$ cat config.mk
export PLATFORM = sky130hd
export DESIGN_NAME = dcache_miss_fsm_flat
export DESIGN_NICKNAME = d
export VERILOG_FILES = /design/src/rtl/dcache_miss_fsm_pkg.sv /design/src/rtl/dcache_miss_fsm_if.sv /design/src/rtl/dcache_miss_fsm.sv /design/src/flat_wrapper.sv
export SDC_FILE = /design/constraint.sdc
export NUM_CORES = 1
export LEC_CHECK = 0
export ABC_CLOCK_PERIOD_IN_PS = 1950
export BUFFER_PORTS_ARGS = -buffer_cell sky130_fd_sc_hd__buf_2
export CAP_MARGIN = 30
export CORE_AREA = 2 2 254 256
export DETAILED_ROUTE_END_ITERATION = 7
export DIE_AREA = 0 0 256 258
export PLACE_DENSITY = 0.43
export SYNTH_ARGS = -nofsm -noshare
export SYNTH_HDL_FRONTEND = slang
export SYNTH_SLANG_ARGS = --single-unit
$ cat constraint.sdc
create_clock -name clock -period 1.95 [get_ports clock]
set_input_delay 0.2925 -clock clock [delete_from_list [all_inputs] [get_ports clock]]
set_output_delay 0.2925 -clock clock [all_outputs]
set_load 0.1 [all_outputs]
$ cat src/rtl/dcache_miss_fsm_pkg.sv
// ============================================================================
// dcache_miss_fsm_pkg : shared types, widths and helpers for the miss handler
// Revision: 1.0
// ============================================================================
`default_nettype none

package dcache_miss_fsm_pkg;

  localparam int NUM_SETS  = 4;
  localparam int NUM_WAYS  = 4;
  localparam int LINE_BITS = 128;
  localparam int ADDR_W    = 32;
  localparam int SET_W     = $clog2(NUM_SETS);
  localparam int WAY_W     = $clog2(NUM_WAYS);
  localparam int OFF_W     = $clog2(LINE_BITS / 8);
  localparam int TAG_W     = ADDR_W - SET_W - OFF_W;

  typedef enum logic [2:0] {
    IDLE     = 3'd0,
    VICTIM   = 3'd1,
    META     = 3'd2,
    META_RSP = 3'd3,
    WB_REQ   = 3'd4,
    RD_REQ   = 3'd5,
    RD_WAIT  = 3'd6,
    FILL     = 3'd7
  } state_e;

  // Builds {tag, set, zero offset}; callers truncate to their address width.
  function automatic logic [63:0] line_addr(input logic [63:0] tag,
                                            input logic [63:0] set,
                                            input int          set_w,
                                            input int          off_w);
    return ((tag << set_w) | set) << off_w;
  endfunction

endpackage

`default_nettype wire

$ cat src/rtl/dcache_miss_fsm_if.sv
// ============================================================================
// dcache_miss_fsm_if : lookup, LRU, metadata, memory and fill signals
// Revision: 1.0
// ============================================================================
`default_nettype none

interface dcache_miss_fsm_if #(
  parameter int ADDR_W    = dcache_miss_fsm_pkg::ADDR_W,
  parameter int SET_W     = dcache_miss_fsm_pkg::SET_W,
  parameter int WAY_W     = dcache_miss_fsm_pkg::WAY_W,
  parameter int TAG_W     = dcache_miss_fsm_pkg::TAG_W,
  parameter int LINE_BITS = dcache_miss_fsm_pkg::LINE_BITS
);

  logic                 miss_req;
  logic [ADDR_W-1:0]    miss_addr;
  logic                 miss_ready;
  logic                 miss_done;

  logic                 victim_req;
  logic [SET_W-1:0]     victim_set;
  logic [WAY_W-1:0]     victim_way;

  logic                 meta_rd;
  logic [SET_W-1:0]     meta_set;
  logic [WAY_W-1:0]     meta_way;
  logic                 meta_valid;
  logic                 meta_dirty;
  logic [TAG_W-1:0]     meta_tag;
  logic [LINE_BITS-1:0] meta_data;

  logic                 mem_req;
  logic                 mem_we;
  logic [ADDR_W-1:0]    mem_addr;
  logic [LINE_BITS-1:0] mem_wdata;
  logic                 mem_gnt;
  logic                 mem_rvalid;
  logic [LINE_BITS-1:0] mem_rdata;

  logic                 fill_valid;
  logic [SET_W-1:0]     fill_set;
  logic [WAY_W-1:0]     fill_way;
  logic [TAG_W-1:0]     fill_tag;
  logic [LINE_BITS-1:0] fill_data;

  logic                 update_req;
  logic [SET_W-1:0]     update_set;
  logic [WAY_W-1:0]     update_way;

  modport master (
    input  miss_req, miss_addr, victim_way,
    input  meta_valid, meta_dirty, meta_tag, meta_data,
    input  mem_gnt, mem_rvalid, mem_rdata,
    output miss_ready, miss_done, victim_req, victim_set,
    output meta_rd, meta_set, meta_way,
    output mem_req, mem_we, mem_addr, mem_wdata,
    output fill_valid, fill_set, fill_way, fill_tag, fill_data,
    output update_req, update_set, update_way
  );

  modport slave (
    output miss_req, miss_addr, victim_way,
    output meta_valid, meta_dirty, meta_tag, meta_data,
    output mem_gnt, mem_rvalid, mem_rdata,
    input  miss_ready, miss_done, victim_req, victim_set,
    input  meta_rd, meta_set, meta_way,
    input  mem_req, mem_we, mem_addr, mem_wdata,
    input  fill_valid, fill_set, fill_way, fill_tag, fill_data,
    input  update_req, update_set, update_way
  );

endinterface

`default_nettype wire

$ cat src/rtl/dcache_miss_fsm.sv
// ============================================================================
// dcache_miss_fsm : victim select, optional writeback, line fetch and fill
// Optional DCACHE_MISS_PERF_EN adds saturating miss/writeback counters.
// Revision: 1.0
// ============================================================================
`default_nettype none

module dcache_miss_fsm #(
  parameter int NUM_SETS  = dcache_miss_fsm_pkg::NUM_SETS,
  parameter int NUM_WAYS  = dcache_miss_fsm_pkg::NUM_WAYS,
  parameter int LINE_BITS = dcache_miss_fsm_pkg::LINE_BITS,
  parameter int ADDR_W    = dcache_miss_fsm_pkg::ADDR_W
) (
  input  wire               clock,
  input  wire               reset,
  dcache_miss_fsm_if.master bus
`ifdef DCACHE_MISS_PERF_EN
  ,
  output logic [31:0]       perf_miss_cnt,
  output logic [31:0]       perf_wb_cnt
`endif
);

  import dcache_miss_fsm_pkg::*;

  localparam int SET_W = $clog2(NUM_SETS);
  localparam int WAY_W = $clog2(NUM_WAYS);
  localparam int OFF_W = $clog2(LINE_BITS / 8);
  localparam int TAG_W = ADDR_W - SET_W - OFF_W;

  state_e               state_q, state_d;
  logic [TAG_W-1:0]     tag_q, tag_d;
  logic [SET_W-1:0]     set_q, set_d;
  logic [WAY_W-1:0]     way_q, way_d;
  logic [ADDR_W-1:0]    wb_addr_q, wb_addr_d;
  // One line register serves both the writeback payload and the fetched line.
  logic [LINE_BITS-1:0] line_q, line_d;
  logic [ADDR_W-1:0]    rd_addr;
  logic                 unused_offset;

  assign rd_addr       = ADDR_W'(line_addr(64'(tag_q), 64'(set_q), SET_W, OFF_W));
  assign unused_offset = ^bus.miss_addr[OFF_W-1:0];

  always_comb begin
    state_d   = state_q;
    tag_d     = tag_q;
    set_d     = set_q;
    way_d     = way_q;
    wb_addr_d = wb_addr_q;
    line_d    = line_q;
    case (state_q)
      IDLE: begin
        if (bus.miss_req) begin
          tag_d   = bus.miss_addr[ADDR_W-1 -: TAG_W];
          set_d   = bus.miss_addr[OFF_W +: SET_W];
          state_d = VICTIM;
        end
      end
      VICTIM: begin
        way_d   = bus.victim_way;
        state_d = META;
      end
      META:     state_d = META_RSP;
      META_RSP: begin
        if (bus.meta_valid && bus.meta_dirty) begin
          wb_addr_d = ADDR_W'(line_addr(64'(bus.meta_tag), 64'(set_q), SET_W, OFF_W));
          line_d    = bus.meta_data;
          state_d   = WB_REQ;
        end else begin
          state_d = RD_REQ;
        end
      end
      WB_REQ: begin
        if (bus.mem_gnt) state_d = RD_REQ;
      end
      RD_REQ: begin
        if (bus.mem_gnt) begin
          if (bus.mem_rvalid) begin
            line_d  = bus.mem_rdata;
            state_d = FILL;
          end else begin
            state_d = RD_WAIT;
          end
        end
      end
      RD_WAIT: begin
        if (bus.mem_rvalid) begin
          line_d  = bus.mem_rdata;
          state_d = FILL;
        end
      end
      FILL:    state_d = IDLE;
      default: state_d = IDLE;
    endcase
  end

  always_comb begin
    bus.miss_ready = 1'b0;
    bus.miss_done  = 1'b0;
    bus.victim_req = 1'b0;
    bus.victim_set = '0;
    bus.meta_rd    = 1'b0;
    bus.meta_set   = '0;
    bus.meta_way   = '0;
    bus.mem_req    = 1'b0;
    bus.mem_we     = 1'b0;
    bus.mem_addr   = '0;
    bus.mem_wdata  = '0;
    bus.fill_valid = 1'b0;
    bus.fill_set   = '0;
    bus.fill_way   = '0;
    bus.fill_tag   = '0;
    bus.fill_data  = '0;
    bus.update_req = 1'b0;
    bus.update_set = '0;
    bus.update_way = '0;
    case (state_q)
      IDLE: bus.miss_ready = 1'b1;
      VICTIM: begin
        bus.victim_req = 1'b1;
        bus.victim_set = set_q;
      end
      META: begin
        bus.meta_rd  = 1'b1;
        bus.meta_set = set_q;
        bus.meta_way = way_q;
      end
      WB_REQ: begin
        bus.mem_req   = 1'b1;
        bus.mem_we    = 1'b1;
        bus.mem_addr  = wb_addr_q;
        bus.mem_wdata = line_q;
      end
      RD_REQ: begin
        bus.mem_req  = 1'b1;
        bus.mem_addr = rd_addr;
      end
      FILL: begin
        bus.fill_valid = 1'b1;
        bus.fill_set   = set_q;
        bus.fill_way   = way_q;
        bus.fill_tag   = tag_q;
        bus.fill_data  = line_q;
        bus.update_req = 1'b1;
        bus.update_set = set_q;
        bus.update_way = way_q;
        bus.miss_done  = 1'b1;
      end
      default: ;
    endcase
  end

  always_ff @(posedge clock or negedge reset) begin
    if (!reset) begin
      state_q   <= IDLE;
      tag_q     <= '0;
      set_q     <= '0;
      way_q     <= '0;
      wb_addr_q <= '0;
      line_q    <= '0;
    end else begin
      state_q   <= state_d;
      tag_q     <= tag_d;
      set_q     <= set_d;
      way_q     <= way_d;
      wb_addr_q <= wb_addr_d;
      line_q    <= line_d;
    end
  end

`ifdef DCACHE_MISS_PERF_EN
  logic [31:0] perf_miss_cnt_q, perf_miss_cnt_d;
  logic [31:0] perf_wb_cnt_q, perf_wb_cnt_d;

  always_comb begin
    perf_miss_cnt_d = perf_miss_cnt_q;
    perf_wb_cnt_d   = perf_wb_cnt_q;
    if (state_q == IDLE && bus.miss_req && perf_miss_cnt_q != 32'hFFFF_FFFF)
      perf_miss_cnt_d = perf_miss_cnt_q + 32'd1;
    if (state_q == WB_REQ && bus.mem_gnt && perf_wb_cnt_q != 32'hFFFF_FFFF)
      perf_wb_cnt_d = perf_wb_cnt_q + 32'd1;
  end

  always_ff @(posedge clock or negedge reset) begin
    if (!reset) begin
      perf_miss_cnt_q <= '0;
      perf_wb_cnt_q   <= '0;
    end else begin
      perf_miss_cnt_q <= perf_miss_cnt_d;
      perf_wb_cnt_q   <= perf_wb_cnt_d;
    end
  end

  assign perf_miss_cnt = perf_miss_cnt_q;
  assign perf_wb_cnt   = perf_wb_cnt_q;
`endif

endmodule

`default_nettype wire
$ cat src/flat_wrapper.sv
// flat-port wrapper written by rule: the top's interface ports become plain ports
module dcache_miss_fsm_flat import dcache_miss_fsm_pkg::*;
#(
  parameter int NUM_SETS  = dcache_miss_fsm_pkg::NUM_SETS,
  parameter int NUM_WAYS  = dcache_miss_fsm_pkg::NUM_WAYS,
  parameter int LINE_BITS = dcache_miss_fsm_pkg::LINE_BITS,
  parameter int ADDR_W    = dcache_miss_fsm_pkg::ADDR_W
)
  (clock, reset, bus_miss_req, bus_miss_addr, bus_victim_way, bus_meta_valid, bus_meta_dirty, bus_meta_tag, bus_meta_data, bus_mem_gnt, bus_mem_rvalid, bus_mem_rdata, bus_miss_ready, bus_miss_done, bus_victim_req, bus_victim_set, bus_meta_rd, bus_meta_set, bus_meta_way, bus_mem_req, bus_mem_we, bus_mem_addr, bus_mem_wdata, bus_fill_valid, bus_fill_set, bus_fill_way, bus_fill_tag, bus_fill_data, bus_update_req, bus_update_set, bus_update_way);
  dcache_miss_fsm_if #(.ADDR_W(ADDR_W), .LINE_BITS(LINE_BITS)) bus_i ();
  input  wire clock;
  input  wire reset;
  input wire logic [$bits(bus_i.miss_req)-1:0] bus_miss_req;
  input wire logic [$bits(bus_i.miss_addr)-1:0] bus_miss_addr;
  input wire logic [$bits(bus_i.victim_way)-1:0] bus_victim_way;
  input wire logic [$bits(bus_i.meta_valid)-1:0] bus_meta_valid;
  input wire logic [$bits(bus_i.meta_dirty)-1:0] bus_meta_dirty;
  input wire logic [$bits(bus_i.meta_tag)-1:0] bus_meta_tag;
  input wire logic [$bits(bus_i.meta_data)-1:0] bus_meta_data;
  input wire logic [$bits(bus_i.mem_gnt)-1:0] bus_mem_gnt;
  input wire logic [$bits(bus_i.mem_rvalid)-1:0] bus_mem_rvalid;
  input wire logic [$bits(bus_i.mem_rdata)-1:0] bus_mem_rdata;
  output wire logic [$bits(bus_i.miss_ready)-1:0] bus_miss_ready;
  output wire logic [$bits(bus_i.miss_done)-1:0] bus_miss_done;
  output wire logic [$bits(bus_i.victim_req)-1:0] bus_victim_req;
  output wire logic [$bits(bus_i.victim_set)-1:0] bus_victim_set;
  output wire logic [$bits(bus_i.meta_rd)-1:0] bus_meta_rd;
  output wire logic [$bits(bus_i.meta_set)-1:0] bus_meta_set;
  output wire logic [$bits(bus_i.meta_way)-1:0] bus_meta_way;
  output wire logic [$bits(bus_i.mem_req)-1:0] bus_mem_req;
  output wire logic [$bits(bus_i.mem_we)-1:0] bus_mem_we;
  output wire logic [$bits(bus_i.mem_addr)-1:0] bus_mem_addr;
  output wire logic [$bits(bus_i.mem_wdata)-1:0] bus_mem_wdata;
  output wire logic [$bits(bus_i.fill_valid)-1:0] bus_fill_valid;
  output wire logic [$bits(bus_i.fill_set)-1:0] bus_fill_set;
  output wire logic [$bits(bus_i.fill_way)-1:0] bus_fill_way;
  output wire logic [$bits(bus_i.fill_tag)-1:0] bus_fill_tag;
  output wire logic [$bits(bus_i.fill_data)-1:0] bus_fill_data;
  output wire logic [$bits(bus_i.update_req)-1:0] bus_update_req;
  output wire logic [$bits(bus_i.update_set)-1:0] bus_update_set;
  output wire logic [$bits(bus_i.update_way)-1:0] bus_update_way;
  assign bus_i.miss_req = bus_miss_req;
  assign bus_i.miss_addr = bus_miss_addr;
  assign bus_i.victim_way = bus_victim_way;
  assign bus_i.meta_valid = bus_meta_valid;
  assign bus_i.meta_dirty = bus_meta_dirty;
  assign bus_i.meta_tag = bus_meta_tag;
  assign bus_i.meta_data = bus_meta_data;
  assign bus_i.mem_gnt = bus_mem_gnt;
  assign bus_i.mem_rvalid = bus_mem_rvalid;
  assign bus_i.mem_rdata = bus_mem_rdata;
  assign bus_miss_ready = bus_i.miss_ready;
  assign bus_miss_done = bus_i.miss_done;
  assign bus_victim_req = bus_i.victim_req;
  assign bus_victim_set = bus_i.victim_set;
  assign bus_meta_rd = bus_i.meta_rd;
  assign bus_meta_set = bus_i.meta_set;
  assign bus_meta_way = bus_i.meta_way;
  assign bus_mem_req = bus_i.mem_req;
  assign bus_mem_we = bus_i.mem_we;
  assign bus_mem_addr = bus_i.mem_addr;
  assign bus_mem_wdata = bus_i.mem_wdata;
  assign bus_fill_valid = bus_i.fill_valid;
  assign bus_fill_set = bus_i.fill_set;
  assign bus_fill_way = bus_i.fill_way;
  assign bus_fill_tag = bus_i.fill_tag;
  assign bus_fill_data = bus_i.fill_data;
  assign bus_update_req = bus_i.update_req;
  assign bus_update_set = bus_i.update_set;
  assign bus_update_way = bus_i.update_way;
  dcache_miss_fsm #(.NUM_SETS(NUM_SETS), .NUM_WAYS(NUM_WAYS), .LINE_BITS(LINE_BITS), .ADDR_W(ADDR_W)) u_core (.clock(clock), .reset(reset), .bus(bus_i));
endmodule
==> Flow_metrics.wiki, run 1 <==
{| class="wikitable"
! Metric !! Value
|-
| Status || finished, violations left
|-
| Failing checks || setup timing
|-
| Clock root cell || sky130_fd_sc_hd__clkbuf_16
|-
| Worst min-delay path category || in -> reg
|-
| Critical Path Fanout Max || 8
|-
| X dimension of the die || approximately 260 um
|-
| Sw Pwr || ~25,000 uW
|-
| Global-route wire length before repair || 79,600 um
|-
| FMAX || 410 MHz
|-
| Number of primary I/O pins || 659
|-
| Most area-hungry cell type in the Yosys netlist || sky130_fd_sc_hd__dfrtp_1
|-
| Signal arrival time at the worst endpoint || around 2.2 ns
|-
| Number of maximum-capacitance violations || 0
|-
| Detailed-routing iteration count for the pre-antenna-repair pass || 4
|-
| Port Buffers || 650
|-
| Gate power share || 0.782
|-
| Setup CP Type || reg -> out
|-
| Row count || 93
|-
| Post-synthesis area per instance || 11.7 um^2
|-
| Kind of capture point of the worst setup path || output pin
|-
| Largest net degree at the start of global routing || 47
|-
| Clk Latency, worst-skew pair || 0.49 ns
|-
| Share of final-layout standard cells stronger than drive strength 1 || 0.858
|-
| TritonCTS clock tree || yes
|-
| DRC violations left || 0
|-
| Leakage power || 0.0122 uW
|-
| Sequential share of the synthesized area || 0.429
|-
| Worst Setup Start Kind || flop
|-
| Most common cell after layout, fill and taps aside || sky130_fd_sc_hd__buf_12
|-
| Worst hold-check slack || roughly 0.045 ns
|-
| CP Launch Point || u_core.state_q[1]
|-
| Synth warn || 0
|-
| Clock buffers created by TritonCTS || 17
|-
| WL per Instance || ~21 um
|-
| Die area || 0.0660 mm^2
|-
| Setup slack of the critical path after layout || -0.490 ns
|-
| Maximum level of the CTS H-tree || 4
|-
| Cells traversed along the worst timing path || buf_6, nor3_4, buf_6, buf_16, buf_12, clkbuf_16, and2_4, buf_12
|-
| Crit-path slowest cell || sky130_fd_sc_hd__dfrtp_1
|-
| Worst setup slack after placement || -0.0728 ns
|-
| Cells taking the most area after synthesis || sky130_fd_sc_hd__dfrtp_1 43%, sky130_fd_sc_hd__mux2_2 32%, sky130_fd_sc_hd__and2_1 16%, sky130_fd_sc_hd__a22o_1 2.2%, sky130_fd_sc_hd__buf_4 1.6%
|-
| Origin of the worst min-delay path || bus_meta_tag[11]
|-
| Total routed wirelength || approximately 55,000 um
|-
| Most used cells in the layout excluding fill and tap cells || 391 x sky130_fd_sc_hd__buf_12, 317 x sky130_fd_sc_hd__buf_2, 286 x sky130_fd_sc_hd__and2_4
|-
| Die Y-Extent || 258 um
|-
| Delay of the slowest cell on the worst path || 0.41 ns
|-
| Violation count after the first detailed-route iteration || 266
|-
| Final worst-path cycle share || 1.25
|-
| Total count of hold-check failures in the final report || 0
|-
| Worst clock skew || between 0.015 and 0.02 ns
|-
| Vias in the first global route || 11,700
|-
| Peak ir drop on the vdd network || roughly 1100 uV
|-
| Clock network power share || 0.071
|-
| Area added between synthesis and finish || 137%
|-
| Number of enable flip-flop cells after synthesis || 0
|-
| Core area || 0.0636 mm^2
|-
| Fraction of post-synthesis cell area in the top cell type by area || 0.429
|-
| DP Area || 0.0218 mm^2
|-
| Worst slew margin relative to its limit || 0.666
|-
| Number of vias in the routed layout || 10,500
|-
| Ys async rst share || 1.00
|-
| Cell area power density || 2000 mW/mm^2
|-
| Required time reported for the critical path endpoint || 1.66 ns
|-
| Post-route ant nets || 0
|-
| Gate count after technology mapping || 938
|-
| Number of distinct library cells after synthesis || 26
|-
| Final cell utilization of the core || 0.410
|-
| Sinks on the clock net || 189
|-
| Switching part of the total || 0.488
|-
| Placed Cells || 2,451
|-
| Setup repair after global routing missed its margin || yes
|-
| Detailed Place HPWL || approximately 37,000 um
|-
| Number of register bits inferred by synthesis || approximately 190
|-
| Number of antenna violations at the first check in global routing || 1
|-
| Synthesized area || 0.0110 mm^2
|-
| Setup Viol. Count Final || between 400 and 500
|-
| Reg clk slew, reported paths || 0.08 ns
|-
| Int Pwr || 26,700 uW
|-
| Most instantiated flip-flop cell in the synthesis netlist || sky130_fd_sc_hd__dfrtp_1
|-
| Diodes inserted || 0
|-
| Sequential share of power || 0.147
|-
| Final design instance area without fill || 0.0261 mm^2
|-
| Global-route congestion overflow total || 0
|-
| Max Slew Vio Count || 0
|-
| Post-route non-filler standard cell count || 2,648
|-
| Routed via count divided by cell count || 3.96
|-
| Beginning of the worst register-to-register path || u_core.state_q[1]
|-
| Starting utilization of the core area || 0.173
|-
| Filler cell count || 5,949
|-
| Gp weighted congestion || between 0.8 and 0.9
|-
| Max Buffers Root-to-Sink || 2
|-
| Number of nets in the layout || 2,103
|-
| Overall Global Routing Usage || 0.164
|-
| Post-route minimum period || 2.44 ns
|-
| Actual slew at the worst max-slew pin || around 0.50 ns
|}
-- sequential cells by signal, summed over array words and instances, names as in the netlist --
name and flops:
u_core.state_q 3, u_core.line_q 128, u_core.tag_q 26, u_core.set_q 2, u_core.way_q 2, u_core.wb_addr_q 28
-- layout make-up --
class | instances | area, um^2 | share of cell area
inverters | 3 | 13.8 | 0.000527
clock buffers | 17 | 425 | 0.0163
clock inverters | 15 | 175 | 0.00671
multi-input cells | 665 | 7550 | 0.289
flip-flops and latches | 189 | 4730 | 0.181
repair buffers | 904 | 12100 | 0.465
well taps | 855 | 1070 | 0.0410
-- Yosys cell counts, types with 3 or more instances --
| cell | n |
|---|---|
| sky130_fd_sc_hd__mux2_2 | 314 |
| sky130_fd_sc_hd__and2_1 | 287 |
| sky130_fd_sc_hd__dfrtp_1 | 189 |
| sky130_fd_sc_hd__clkbuf_1 | 34 |
| sky130_fd_sc_hd__a22o_1 | 28 |
| sky130_fd_sc_hd__buf_4 | 23 |
| sky130_fd_sc_hd__buf_2 | 15 |
| sky130_fd_sc_hd__buf_6 | 12 |
| sky130_fd_sc_hd__and3_1 | 6 |
| sky130_fd_sc_hd__nand2_1 | 5 |
| sky130_fd_sc_hd__nor3_1 | 5 |
| sky130_fd_sc_hd__nor2_1 | 4 |
| sky130_fd_sc_hd__inv_1 | 3 |
-- power by group through the flow --
stage / Combinational (uW) / Clock (uW) / Sequential, uW
6_report: 40800 / 3720 / 7670
5_1_grt: 42200 / 4030 / 7950
4_1_cts: 41200 / 3880 / 7630
3_5_place_dp: 33900 / 0 / 7600
3_3_place_gp: 33700 / 0 / 7500
2_1_floorplan: 22200 / 0 / 7060
-- per-stage QoR --
step                      setup TNS (ns)  power [uW]
after global routing             -223.47       54100
final                            -171.40       52200
after detailed placement           -5.48       41500
after global placement            -0.542       41200
after floorplan                   -29.47       29200
after CTS                        -199.37       52700
-- critical path, delay by kind of cell (launching register included) --
family	cells	cell delay, ns
simple gates	2	0.36
buf+inv	6	0.86
flops	1	0.41
-- what timing repair did --
action | CTS | global route
setup buffers | 79 | 30
resized for setup | 345 | 109
pin swaps | 84 | 19
cloned | 42 | 6
hold buffers | 49 | 0
hold endpoints to repair | 85 | 0
endpoints found under the setup margin | 445 | 509
-- cells by family (layout without fill, tap and decap cells) --
family | after synthesis | count (layout) | share of synthesized area
muxes | 314 | 314 | 0.321
AOI/OAI and AO/OA | 35 | 35 | 0.0269
other | 1 | 4 | 0.000340
DFF | 189 | 189 | 0.429
buffers and inverters | 87 | 939 | 0.0474
xor gates and xnor gates | 1 | 1 | 0.000795
and+or+nand+nor | 311 | 311 | 0.174
-- routing by layer --
| metal | global-route usage | routed length, um |
|---|---|---|
| met1 | 0.193 | 22300 |
| met2 | 0.294 | 28800 |
| met3 | 0.0495 | 3510 |
| met4 | 0.0364 | 682 |
| met5 | 0 | 0 |
-- worst paths after layout --
| kind | end | slack [ns] | cells after the start |
|---|---|---|---|
| min | u_core.wb_addr_q[17] | 0.05 | 2 |
| max reg2reg | u_core.line_q[39] | -0.40 | 11 |
| max in group asynchronous | u_core.line_q[25] | 0.90 | 3 |
| min in group asynchronous | u_core.line_q[75] | 0.37 | 2 |
| max | bus_mem_wdata[49] | -0.49 | 8 |
| min reg2reg | u_core.wb_addr_q[10] | 0.53 | 1 |
(Power assumes the default switching activity.)
==> run 2, diff against run 1 <==
--- a/config.mk
+++ b/config.mk
@@ -5,13 +5,13 @@
 export SDC_FILE = /design/constraint.sdc
 export NUM_CORES = 1
 export LEC_CHECK = 0
-export ABC_CLOCK_PERIOD_IN_PS = 1950
+export ABC_CLOCK_PERIOD_IN_PS = 2520
 export BUFFER_PORTS_ARGS = -buffer_cell sky130_fd_sc_hd__buf_2
 export CAP_MARGIN = 30
 export CORE_AREA = 2 2 254 256
 export DETAILED_ROUTE_END_ITERATION = 7
 export DIE_AREA = 0 0 256 258
-export PLACE_DENSITY = 0.43
+export PLACE_DENSITY = 0.42
 export SYNTH_ARGS = -nofsm -noshare
 export SYNTH_HDL_FRONTEND = slang
 export SYNTH_SLANG_ARGS = --single-unit
==> constraint.sdc (replaced) <==
create_clock -name clock -period 2.52 [get_ports clock]
set_input_delay 0.378 -clock clock [delete_from_list [all_inputs] [get_ports clock]]
set_output_delay 0.378 -clock clock [all_outputs]
set_load 0.1 [all_outputs]
==> run 2 against run 1 <==
Global-route usage down 1.6 points. Critical endpoint is now bus_mem_wdata[92]. Critical path depth down 1. Via count shrank 6.7%. Setup slack better by 0.53 ns. Cell area shrank 15%. Largest cell class unchanged. Combinational power fell by 37%. Non-clock buffer count fell by 169. Register-to-register slack improved by 0.71 ns. The flow now finishes without violations. Count of clock-buffer cells in the layout rose by 2. Clock power is 19% lower. Wire length fell by 4.5%. Power down 33%. Largest power group unchanged.
==> Flow_metrics.wiki, run 2 (synthesis gave the netlist of run 1 again) <==
{| class="wikitable"
! Metric !! Value
|-
| Detailed-routing iteration count for the pre-antenna-repair pass || 4 (unchanged)
|-
| Reg clk slew, reported paths || 0.08 ns (about the same)
|-
| Leakage power || 0.00985 uW (-19%)
|-
| Global routing usage on met2 || 0.272 (-0.0226)
|-
| Status || finished, final reports clean
|-
| WL per Instance || 21.2 um (+1.8%)
|-
| Setup CP Type || reg -> out
|-
| Hold depth || 2 (unchanged)
|-
| Most common cell after layout, fill and taps aside || sky130_fd_sc_hd__buf_12
|-
| Clk Latency, worst-skew pair || 0.47 ns (-0.02 ns)
|-
| Clock root cell || sky130_fd_sc_hd__clkbuf_16
|-
| Setup slack of the critical path after layout || 0.0376 ns (+0.528 ns)
|-
| Cells traversed along the worst timing path || clkinvlp_4, nor3_4, buf_6, buf_12, buf_16, and2_1, buf_12
|-
| Port Buffers || 650 (unchanged)
|-
| Largest Register || u_core.line_q
|-
| Worst setup slack after placement || 0.304 ns (+0.377 ns)
|-
| Worst min-delay path category || in -> reg
|-
| Cell area power density || 1570 mW/mm^2 (-22%)
|-
| Met3 Resource Use GR || 0.0562 (+0.00677)
|-
| Routed via count divided by cell count || 3.93 (-0.55%)
|-
| Number of maximum-capacitance violations || 0 (unchanged)
|-
| Clock buffers created by TritonCTS || 17 (unchanged)
|-
| Number of cell instances on the worst register-to-register path || 7 (-4)
|-
| Worst Setup Start Kind || flop
|-
| Hold worst-path end || u_core.tag_q[16]
|-
| Overall Global Routing Usage || 0.148 (-0.0161)
|-
| Sequential share of power || 0.168 (+0.021)
|-
| Switching part of the total || 0.522 (+0.0331)
|-
| Signal arrival time at the worst endpoint || 2.10 ns (-0.05 ns)
|-
| Share of final-layout standard cells stronger than drive strength 1 || 0.776 (-0.0819)
|-
| Worst slew margin relative to its limit || 0.534 (-0.132)
|-
| Post-route non-filler standard cell count || 2,484 (-6.2%)
|-
| Global-route wire length before repair || 71,700 um (-10%)
|-
| Starting utilization of the core area || 0.173 (unchanged)
|-
| Setup_tns || 0 ns (+171.40 ns)
|-
| Worst reg2reg path endpoint || u_core.line_q[57]
|-
| Setup Viol. Count Final || 0 (-100%)
|-
| Area added between synthesis and finish || 102%
|-
| Final worst-path cycle share || 0.985
|-
| Number of antenna violations at the first check in global routing || 14 (+13)
|-
| FMAX || between 400 and 500 MHz
|-
| Actual slew at the worst max-slew pin || 0.699 ns (+0.198 ns)
|-
| Global routing met1 resource utilization || 0.155 (-0.0384)
|-
| Most used cells in the layout excluding fill and tap cells || 341 x sky130_fd_sc_hd__buf_12, 327 x sky130_fd_sc_hd__buf_2, 314 x sky130_fd_sc_hd__mux2_2
|-
| Sinks on the clock net || 189 (unchanged)
|-
| Leading registers by flop count || u_core.line_q (128), u_core.wb_addr_q (28), u_core.tag_q (26)
|-
| Gate power share || 0.745 (-0.037)
|-
| Detailed Place HPWL || 37,200 um (about the same)
|-
| Number of nets in the layout || 1,934 (-8.0%)
|-
| Origin of the worst min-delay path || bus_miss_addr[22]
|-
| Peak ir drop on the vdd network || 626 uV (-43%)
|-
| Final cell utilization of the core || 0.349 (-0.0614)
|-
| Core area || 0.0636 mm^2 (unchanged)
|-
| Clock network power share || 0.087 (+0.016)
|-
| Int Pwr || 16,600 uW (-38%)
|-
| Crit-path slowest cell || sky130_fd_sc_hd__dfrtp_1
|-
| Delay of the slowest cell on the worst path || 0.40 ns (about the same)
|-
| Number of primary I/O pins || 659 (unchanged)
|-
| Setup repair after global routing missed its margin || yes
|-
| Max Buffers Root-to-Sink || 2 (unchanged)
|-
| Required time reported for the critical path endpoint || 2.14 ns (+0.48 ns)
|-
| Max reg flops || 128 (unchanged)
|-
| Die Y-Extent || 258 um (unchanged)
|-
| Post-route ant nets || 0 (unchanged)
|-
| DRC violations left || 0 (unchanged)
|-
| X dimension of the die || 256 um (unchanged)
|-
| Die area || 0.0660 mm^2 (unchanged)
|-
| Total routed wirelength || 52,800 um (-4.5%)
|-
| Count of buffer and inverter cells on the critical path || 5 (-1)
|-
| Beginning of the worst register-to-register path || u_core.state_q[1]
|-
| Max Slew Vio Count || 0 (unchanged)
|-
| Row count || 93 (unchanged)
|-
| Most prevalent standard cell on the critical path || sky130_fd_sc_hd__buf_12
|-
| Largest net degree at the start of global routing || 63 (+34%)
|-
| Vias in the first global route || 10,400 (-11%)
|-
| Worst path top cell family by delay || buffers and inverters
|-
| Layer carrying the most global-route usage || met2
|-
| Kind of capture point of the worst setup path || output pin
|-
| Number of vias in the routed layout || 9,771 (-6.7%)
|-
| Critical Path Fanout Max || 14 (+6)
|-
| Worst clock skew || 0.0127 ns (-0.00333 ns)
|-
| Worst setup slack for register-to-register paths || 0.31 ns (+0.71 ns)
|-
| Global-route congestion overflow total || 0 (unchanged)
|-
| TritonCTS clock tree || yes
|-
| Gp weighted congestion || 0.807 (-7.7%)
|-
| Violation count after the first detailed-route iteration || 290 (+9.0%)
|-
| Total count of hold-check failures in the final report || 0 (unchanged)
|-
| Sw Pwr || 18,100 uW (-29%)
|-
| Maximum level of the CTS H-tree || 4 (unchanged)
|-
| Filler cell count || 6,311 (+6.1%)
|-
| Post-route minimum period || approximately 2.5 ns
|-
| Placed Cells || 2,409 (-1.7%)
|}
[run 2: layer usage]
metal	part of all wire	vias to the layer above
met2	0.54	426
met5	0.00083	-
met4	0.019	6
li1	-	4539
met1	0.37	4754
met3	0.073	46
[run 2: timing repair]
item,in CTS,in global routing
buffers inserted,10,6
pin swaps,3,54
endpoints found under the hold margin,52,0
endpoints found under the setup margin,306,247
resized for setup,99,107
gates cloned,8,14
hold buffers,1,0
[run 2: worst max path at each step]
stage | start | end | slack (ns) | cells past startpoint
2_1_floorplan | u_core.state_q[1] | u_core.tag_q[0] | -0.41 | 6
3_3_place_gp | u_core.state_q[1] | bus_mem_addr[18] | 0.32 | 5
3_5_place_dp | u_core.state_q[0] | bus_fill_data[57] | 0.30 | 6
4_1_cts | u_core.state_q[1] | bus_mem_wdata[46] | -0.08 | 7
5_1_grt | u_core.state_q[2] | bus_fill_data[86] | -0.08 | 6
6_report | u_core.state_q[2] | bus_mem_wdata[92] | 0.04 | 7
[run 2: area by class of cell]
type / instances / area [um^2] / area share
Sequential cell: 189 / 4730 / 0.213
Tap cell: 855 / 1070 / 0.0482
Clock buffer: 19 / 443 / 0.0200
Antenna cell: 5 / 12.5 / 0.000564
Multi-Input combinational cell: 665 / 6370 / 0.287
Clock inverter: 13 / 179 / 0.00806
Timing Repair Buffer: 735 / 9380 / 0.423
Inverter: 3 / 15.0 / 0.000676
[run 2: worst register-to-register path, stage by stage (launching register included)]
cell	delay, ns
sky130_fd_sc_hd__dfrtp_1	0.36
sky130_fd_sc_hd__buf_4	0.15
sky130_fd_sc_hd__and2b_1	0.24
sky130_fd_sc_hd__a21o_1	0.22
sky130_fd_sc_hd__a31oi_4	0.26
sky130_fd_sc_hd__buf_12	0.25
sky130_fd_sc_hd__buf_12	0.26
sky130_fd_sc_hd__mux2_2	0.35
[run 2: power groups by stage]
stage	clock (uW)	sequential [uW]	combinational, uW
after detailed placement	0	5740	24000
after CTS	3180	5730	25100
final	3030	5840	25900
after global routing	3270	6040	26700
after global placement	0	5650	23900
after floorplan	0	5260	15700
[run 2: stage by stage]
stage          hold WS, ns  instance area (um^2)  total power, uW
5_1_grt             0.0773                 22200            36100
3_3_place_gp         0.461                 20300            29500
4_1_cts             0.0645                 21500            34000
3_5_place_dp         0.479                 20300            29700
6_report             0.127                 22200            34700
2_1_floorplan       0.0824                 11100            21000
